`src/rtl/masked_round_ctrl.sv`:
```
// Round sequencer for a pipelined masked datapath; each round waits for fresh PRNG randomness.
// Define CTRL_FLUSH_EN to add a post-operation register flush phase (FLUSH state, out_clear).
module masked_round_ctrl #(
    parameter int NUM_ROUNDS   = 10,
    parameter int PIPE_STAGES  = 2,
    parameter int FLUSH_CYCLES = 2,
    localparam int RW = (NUM_ROUNDS > 1) ? $clog2(NUM_ROUNDS) : 1
) (
    input  logic          in_clock,
    input  logic          in_reset,
    input  logic          in_start,
    input  logic          in_rand_valid,
    output logic          out_rand_ready,
    output logic          out_busy,
    output logic          out_done,
    output logic          out_load,
    output logic          out_enable,
    output logic [RW-1:0] out_round,
    output logic          out_last,
    output logic          out_clear
);

    localparam int SW = (PIPE_STAGES > 1) ? $clog2(PIPE_STAGES) : 1;
    localparam logic [SW-1:0] LAST_STAGE = SW'(PIPE_STAGES - 1);
    localparam logic [RW-1:0] LAST_ROUND = RW'(NUM_ROUNDS - 1);

    if ((NUM_ROUNDS < 1) || (PIPE_STAGES < 1) || (FLUSH_CYCLES < 1)) begin : g_param_check
        $error("masked_round_ctrl: NUM_ROUNDS, PIPE_STAGES and FLUSH_CYCLES must all be >= 1");
    end

    typedef enum logic [2:0] {
        ST_IDLE  = 3'd0,
        ST_LOAD  = 3'd1,
        ST_ROUND = 3'd2,
        ST_DONE  = 3'd3
`ifdef CTRL_FLUSH_EN
        ,
        ST_FLUSH = 3'd4
`endif
    } state_t;

    state_t        state_q, state_d;
    logic [SW-1:0] stage_q, stage_d;
    logic [RW-1:0] round_q, round_d;
    logic          advance;

`ifdef CTRL_FLUSH_EN
    localparam int FW = (FLUSH_CYCLES > 1) ? $clog2(FLUSH_CYCLES) : 1;
    localparam logic [FW-1:0] LAST_FLUSH = FW'(FLUSH_CYCLES - 1);
    logic [FW-1:0] flush_q, flush_d;
`endif

    always_ff @(posedge in_clock or negedge in_reset) begin
        if (!in_reset) begin
            state_q <= ST_IDLE;
            stage_q <= '0;
            round_q <= '0;
`ifdef CTRL_FLUSH_EN
            flush_q <= '0;
`endif
        end else begin
            state_q <= state_d;
            stage_q <= stage_d;
            round_q <= round_d;
`ifdef CTRL_FLUSH_EN
            flush_q <= flush_d;
`endif
        end
    end

    // A round only starts (stage 0) when randomness is handed over; later stages free-run.
    always_comb begin
        state_d        = state_q;
        stage_d        = stage_q;
        round_d        = round_q;
        advance        = 1'b0;
        out_rand_ready = 1'b0;
        out_busy       = 1'b0;
        out_done       = 1'b0;
        out_load       = 1'b0;
        out_enable     = 1'b0;
        out_round      = '0;
        out_last       = 1'b0;
`ifdef CTRL_FLUSH_EN
        flush_d        = flush_q;
        out_clear      = 1'b0;
`endif

        case (state_q)
            ST_IDLE: begin
                if (in_start) begin
                    state_d = ST_LOAD;
                end
            end

            ST_LOAD: begin
                out_load   = 1'b1;
                out_enable = 1'b1;
                out_busy   = 1'b1;
                stage_d    = '0;
                round_d    = '0;
                state_d    = ST_ROUND;
            end

            ST_ROUND: begin
                out_busy       = 1'b1;
                out_rand_ready = (stage_q == '0);
                advance        = (stage_q != '0) || in_rand_valid;
                out_enable     = advance;
                out_round      = round_q;
                out_last       = (round_q == LAST_ROUND);
                if (advance) begin
                    if (stage_q == LAST_STAGE) begin
                        stage_d = '0;
                        if (round_q == LAST_ROUND) begin
                            state_d = ST_DONE;
                        end else begin
                            round_d = round_q + 1'b1;
                        end
                    end else begin
                        stage_d = stage_q + 1'b1;
                    end
                end
            end

            ST_DONE: begin
                out_done  = 1'b1;
                out_round = round_q;
                round_d   = '0;
`ifdef CTRL_FLUSH_EN
                flush_d   = '0;
                state_d   = ST_FLUSH;
`else
                state_d   = ST_IDLE;
`endif
            end

`ifdef CTRL_FLUSH_EN
            // Clock zeros through every datapath register so no shares survive into the next job.
            ST_FLUSH: begin
                out_clear  = 1'b1;
                out_enable = 1'b1;
                out_busy   = 1'b1;
                if (flush_q == LAST_FLUSH) begin
                    flush_d = '0;
                    state_d = ST_IDLE;
                end else begin
                    flush_d = flush_q + 1'b1;
                end
            end
`endif

            default: begin
                state_d = ST_IDLE;
            end
        endcase
    end

`ifndef CTRL_FLUSH_EN
    assign out_clear = 1'b0;
`endif

endmodule

```
`config.mk`:
```
export PLATFORM = sky130hd
export DESIGN_NAME = masked_round_ctrl
export DESIGN_NICKNAME = d
export VERILOG_FILES = /design/src/rtl/masked_round_ctrl.sv
export SDC_FILE = /design/constraint.sdc
export NUM_CORES = 1
export LEC_CHECK = 0
export ABC_AREA = 1
export CAP_MARGIN = 20
export CORE_AREA = 2 2 43 45
export CTS_CLUSTER_SIZE = 24
export DETAILED_ROUTE_END_ITERATION = 10
export DIE_AREA = 0 0 45 47
export GPL_ROUTABILITY_DRIVEN = 0
export PLACE_DENSITY = 0.6
export SLEW_MARGIN = 20
export SYNTH_ARGS = -nofsm -noshare
export SYNTH_HDL_FRONTEND = slang
export SYNTH_SLANG_ARGS = --single-unit
```
`constraint.sdc`:
```
create_clock -name in_clock -period 2 [get_ports in_clock]
set_clock_uncertainty 0.1 [all_clocks]
set_input_delay 0.3 -clock in_clock [delete_from_list [all_inputs] [get_ports in_clock]]
set_output_delay 0.3 -clock in_clock [all_outputs]
set_load 0.005 [all_outputs]
```
==> metrics.md <==
| Metric | Value |
|---|---|
| Data required, critical path | `1.60 ns` |
| Commonest non-fill, non-tap cell in the layout | `buf_4` |
| Critical path endpoint | `out_enable` |
| Top Ports | `15` |
| Slew Limit Fails | `0` |
| Final Cycle Share | `between 90% and 100%` |
| Clk_lat worst skew | `between 0.2 and 0.3 ns` |
| FF-to-FF path depth | `12` |
| Largest net degree at the start of global routing | `8` |
| Clock-pin transition on the worst setup and hold timing paths | `0.05 ns` |
| Most frequent cells in the layout | `19 x buf_4, 18 x nand2_1, 13 x inv_1` |
| Max Freq | `0.518 GHz` |
| Area of placed instances | `just over 700 um^2` |
| Crit Path Class | `flip-flop to primary output` |
| Mapped Nets | `88` |
| RR Startpoint | `state_q[1]` |
| Drt wl/cell | `12.3 um` |
| Cell Area, Synth | `549 um^2` |
| Max Cap Violations | `0` |
| Die X | `45 um` |
| Combinational share of power | `between 70% and 80%` |
| Post-synthesis sequential area ratio | `31.9%` |
| Sw power | `0.000574 W` |
| Starting Density | `33.3%` |
| CP arrival | `1.53 ns` |
| Setup crit end kind | `primary output` |
| Root Buffer | `clkbuf_4` |
| First-pass GRT wire length | `approximately 2600 um` |
| P_leak | `0.591 nW` |
| Final hold violation count | `0` |
| Die area | `2120 um^2` |
| Pint | `0.000735 W` |
| Post-DP HPWL | `966 um` |
| CTS tree | `yes` |
| # rows | `15` |
| Synth-to-layout area growth | `68.1%` |
| Reg2Reg Setup Slack | `0.09 ns` |
| Final wirelength | `1570 um` |
| Worst min-delay path category | `primary input to async pin` |
| Vias per std cell | `4.64` |
| Synth warn | `0` |
| Synthesized instance count | `76` |
| VDD IR-drop max | `0.000726 V` |
| Fill cells | `roughly 160` |
| Crit Reg-Reg Endpoint | `round_q[2]` |
| GRT overflow | `0` |
| Ant diodes | `0` |
| Antenna viol nets, final | `0` |
| Vias in the first global route | `602` |
| Pre-antenna DRT Iters | `3` |
| Crit path launch | `state_q[1]` |
| Power per cell area | `1420 nW/um^2` |
| Hold_buf cts | `0` |
| Initial antenna violation count | `0` |
| Sw Share | `about 44%` |
| Setup Viol. Count Final | `0` |
| Cts bufs inserted | `3` |
| Status | `complete, no violations` |
| DRC viols | `0` |
| CTS H-tree depth | `1` |
| DRT iter0 DRCs | `7` |
| Sequential Power Share | `18.1%` |
| DR vias | `594` |
| CP startpoint kind | `flip-flop` |
| Clock network power share | `10.1%` |
| Core area | `1650 um^2` |
| Synth Register Bits | `7` |
| Distinct cells, synth | `16` |
| GR Util All Layers | `18.5%` |
| Fin util | `a little under three fifths` |
| Clock sink count | `7` |
| Avg Cell Area, Syn | `between 7 and 8 um^2` |
| Post-route cell area | `923 um^2` |
| Fraction of layout cells with a size suffix above 1 | `27.0%` |
| Die Y | `47 um` |
| Pre-CTS setup slack | `a little under 0.02 ns` |
| Post-layout nets | `124` |
| Setup ws final | `0.0713 ns` |
| Tmin final | `1.93 ns` |
| CTS max path bufs | `2` |
| CP Max Fanout | `3` |
| PortBufs | `13` |
-- per-layer routing --
| metal | wire [um] | share of wire, % | GRT usage (%) |
|---|---|---|---|
| met1 | 614 | 39 | 18.6 |
| met2 | 817 | 52 | 32.3 |
| met3 | 71 | 4.5 | 7.69 |
| met4 | 70 | 4.5 | 10.6 |
| met5 | 0 | 0 | 0 |
-- registers in the layout, summed over array words and instances (netlist names) --
signal   flops
stage_q      1
state_q      2
round_q      4
-- how the worst min path moves through the flow --
stage | cells past startpoint | to | slack (ns)
detailed placement | 2 | round_q[1] | 0.41
floorplan | 0 | round_q[0] | -0.1
finish | 1 | round_q[2] | 0.21
global placement | 2 | round_q[1] | 0.42
CTS | 1 | round_q[0] | 0.22
global route | 1 | round_q[2] | 0.23
-- synth_stat cells --
| master | count | area, um^2 |
|---|---|---|
| nor2_1 | 8 | 30.0 |
| nand2_1 | 18 | 67.6 |
| a21boi_0 | 1 | 7.51 |
| a21oi_2 | 1 | 8.76 |
| ha_1 | 8 | 100 |
| nand2_2 | 1 | 6.26 |
| nand3_1 | 6 | 30.0 |
| o21ai_0 | 4 | 20.0 |
| xor2_1 | 2 | 17.5 |
| dfrtp_1 | 7 | 175 |
| nor3_1 | 1 | 5.00 |
| nand4_1 | 2 | 12.5 |
| a21oi_1 | 1 | 5.00 |
| buf_4 | 1 | 7.51 |
| conb_1 | 1 | 3.75 |
| inv_1 | 14 | 52.6 |
-- timing repair --
item,4_1_cts,5_1_grt
buffers inserted,14,1
pin swaps,3,2
resized for setup,13,8
hold endpoints to repair,0,0
setup endpoints to repair,9,11
-- cells by family (layout without fill, tap and decap cells) --
kind of cell | count (synthesis) | count (layout) | share of synthesized area, %
buffers and inverters | 15 | 50 | 10.9
adder cells (fa/ha/maj) | 8 | 8 | 18.2
AO/OA/AOI/OAI | 7 | 7 | 7.52
flip-flops | 7 | 7 | 31.9
other | 1 | 1 | 0.683
AND/OR/NAND/NOR | 36 | 36 | 27.6
XOR/XNOR | 2 | 2 | 3.19
-- layout make-up --
cell class / count / area, um^2 / share of cell area (%)
sequential: 7 / 175 / 19.0
multi-input combinational: 54 / 362 / 39.2
tap: 17 / 21.3 / 2.30
timing repair buffer: 32 / 287 / 31.0
clock buffer: 4 / 26.3 / 2.85
inverter: 14 / 52.6 / 5.69
-- power groups by stage --
stage          Sequential [W]  Clock (W)  Combinational [W]
6_report             0.000237   0.000132           0.000940
5_1_grt              0.000243   0.000147            0.00107
4_1_cts              0.000235   0.000139           0.000934
3_5_place_dp         0.000248          0           0.000735
3_3_place_gp         0.000246          0           0.000733
2_1_floorplan        0.000252          0           0.000424
-- worst max-delay path, cell delays in order (launching register included) --
cell and delay [ns]:
dfrtp_1 0.39, buf_4 0.15, ha_4 0.17, buf_4 0.14, o21ai_1 0.09, a21boi_1 0.08, dlygate4sd2_1 0.26
-- stage by stage --
stage,total power [W],cells,hold slack (ns),setup TNS (ns)
global route,0.00146,128,0.231,-0.0155
CTS,0.00131,127,0.224,0
finish,0.00131,128,0.213,0
global placement,0.000979,109,0.420,0
floorplan,0.000676,76,-0.0956,0
detailed placement,0.000983,109,0.414,0
No activity file was read; power rests on OpenSTA's default activity.
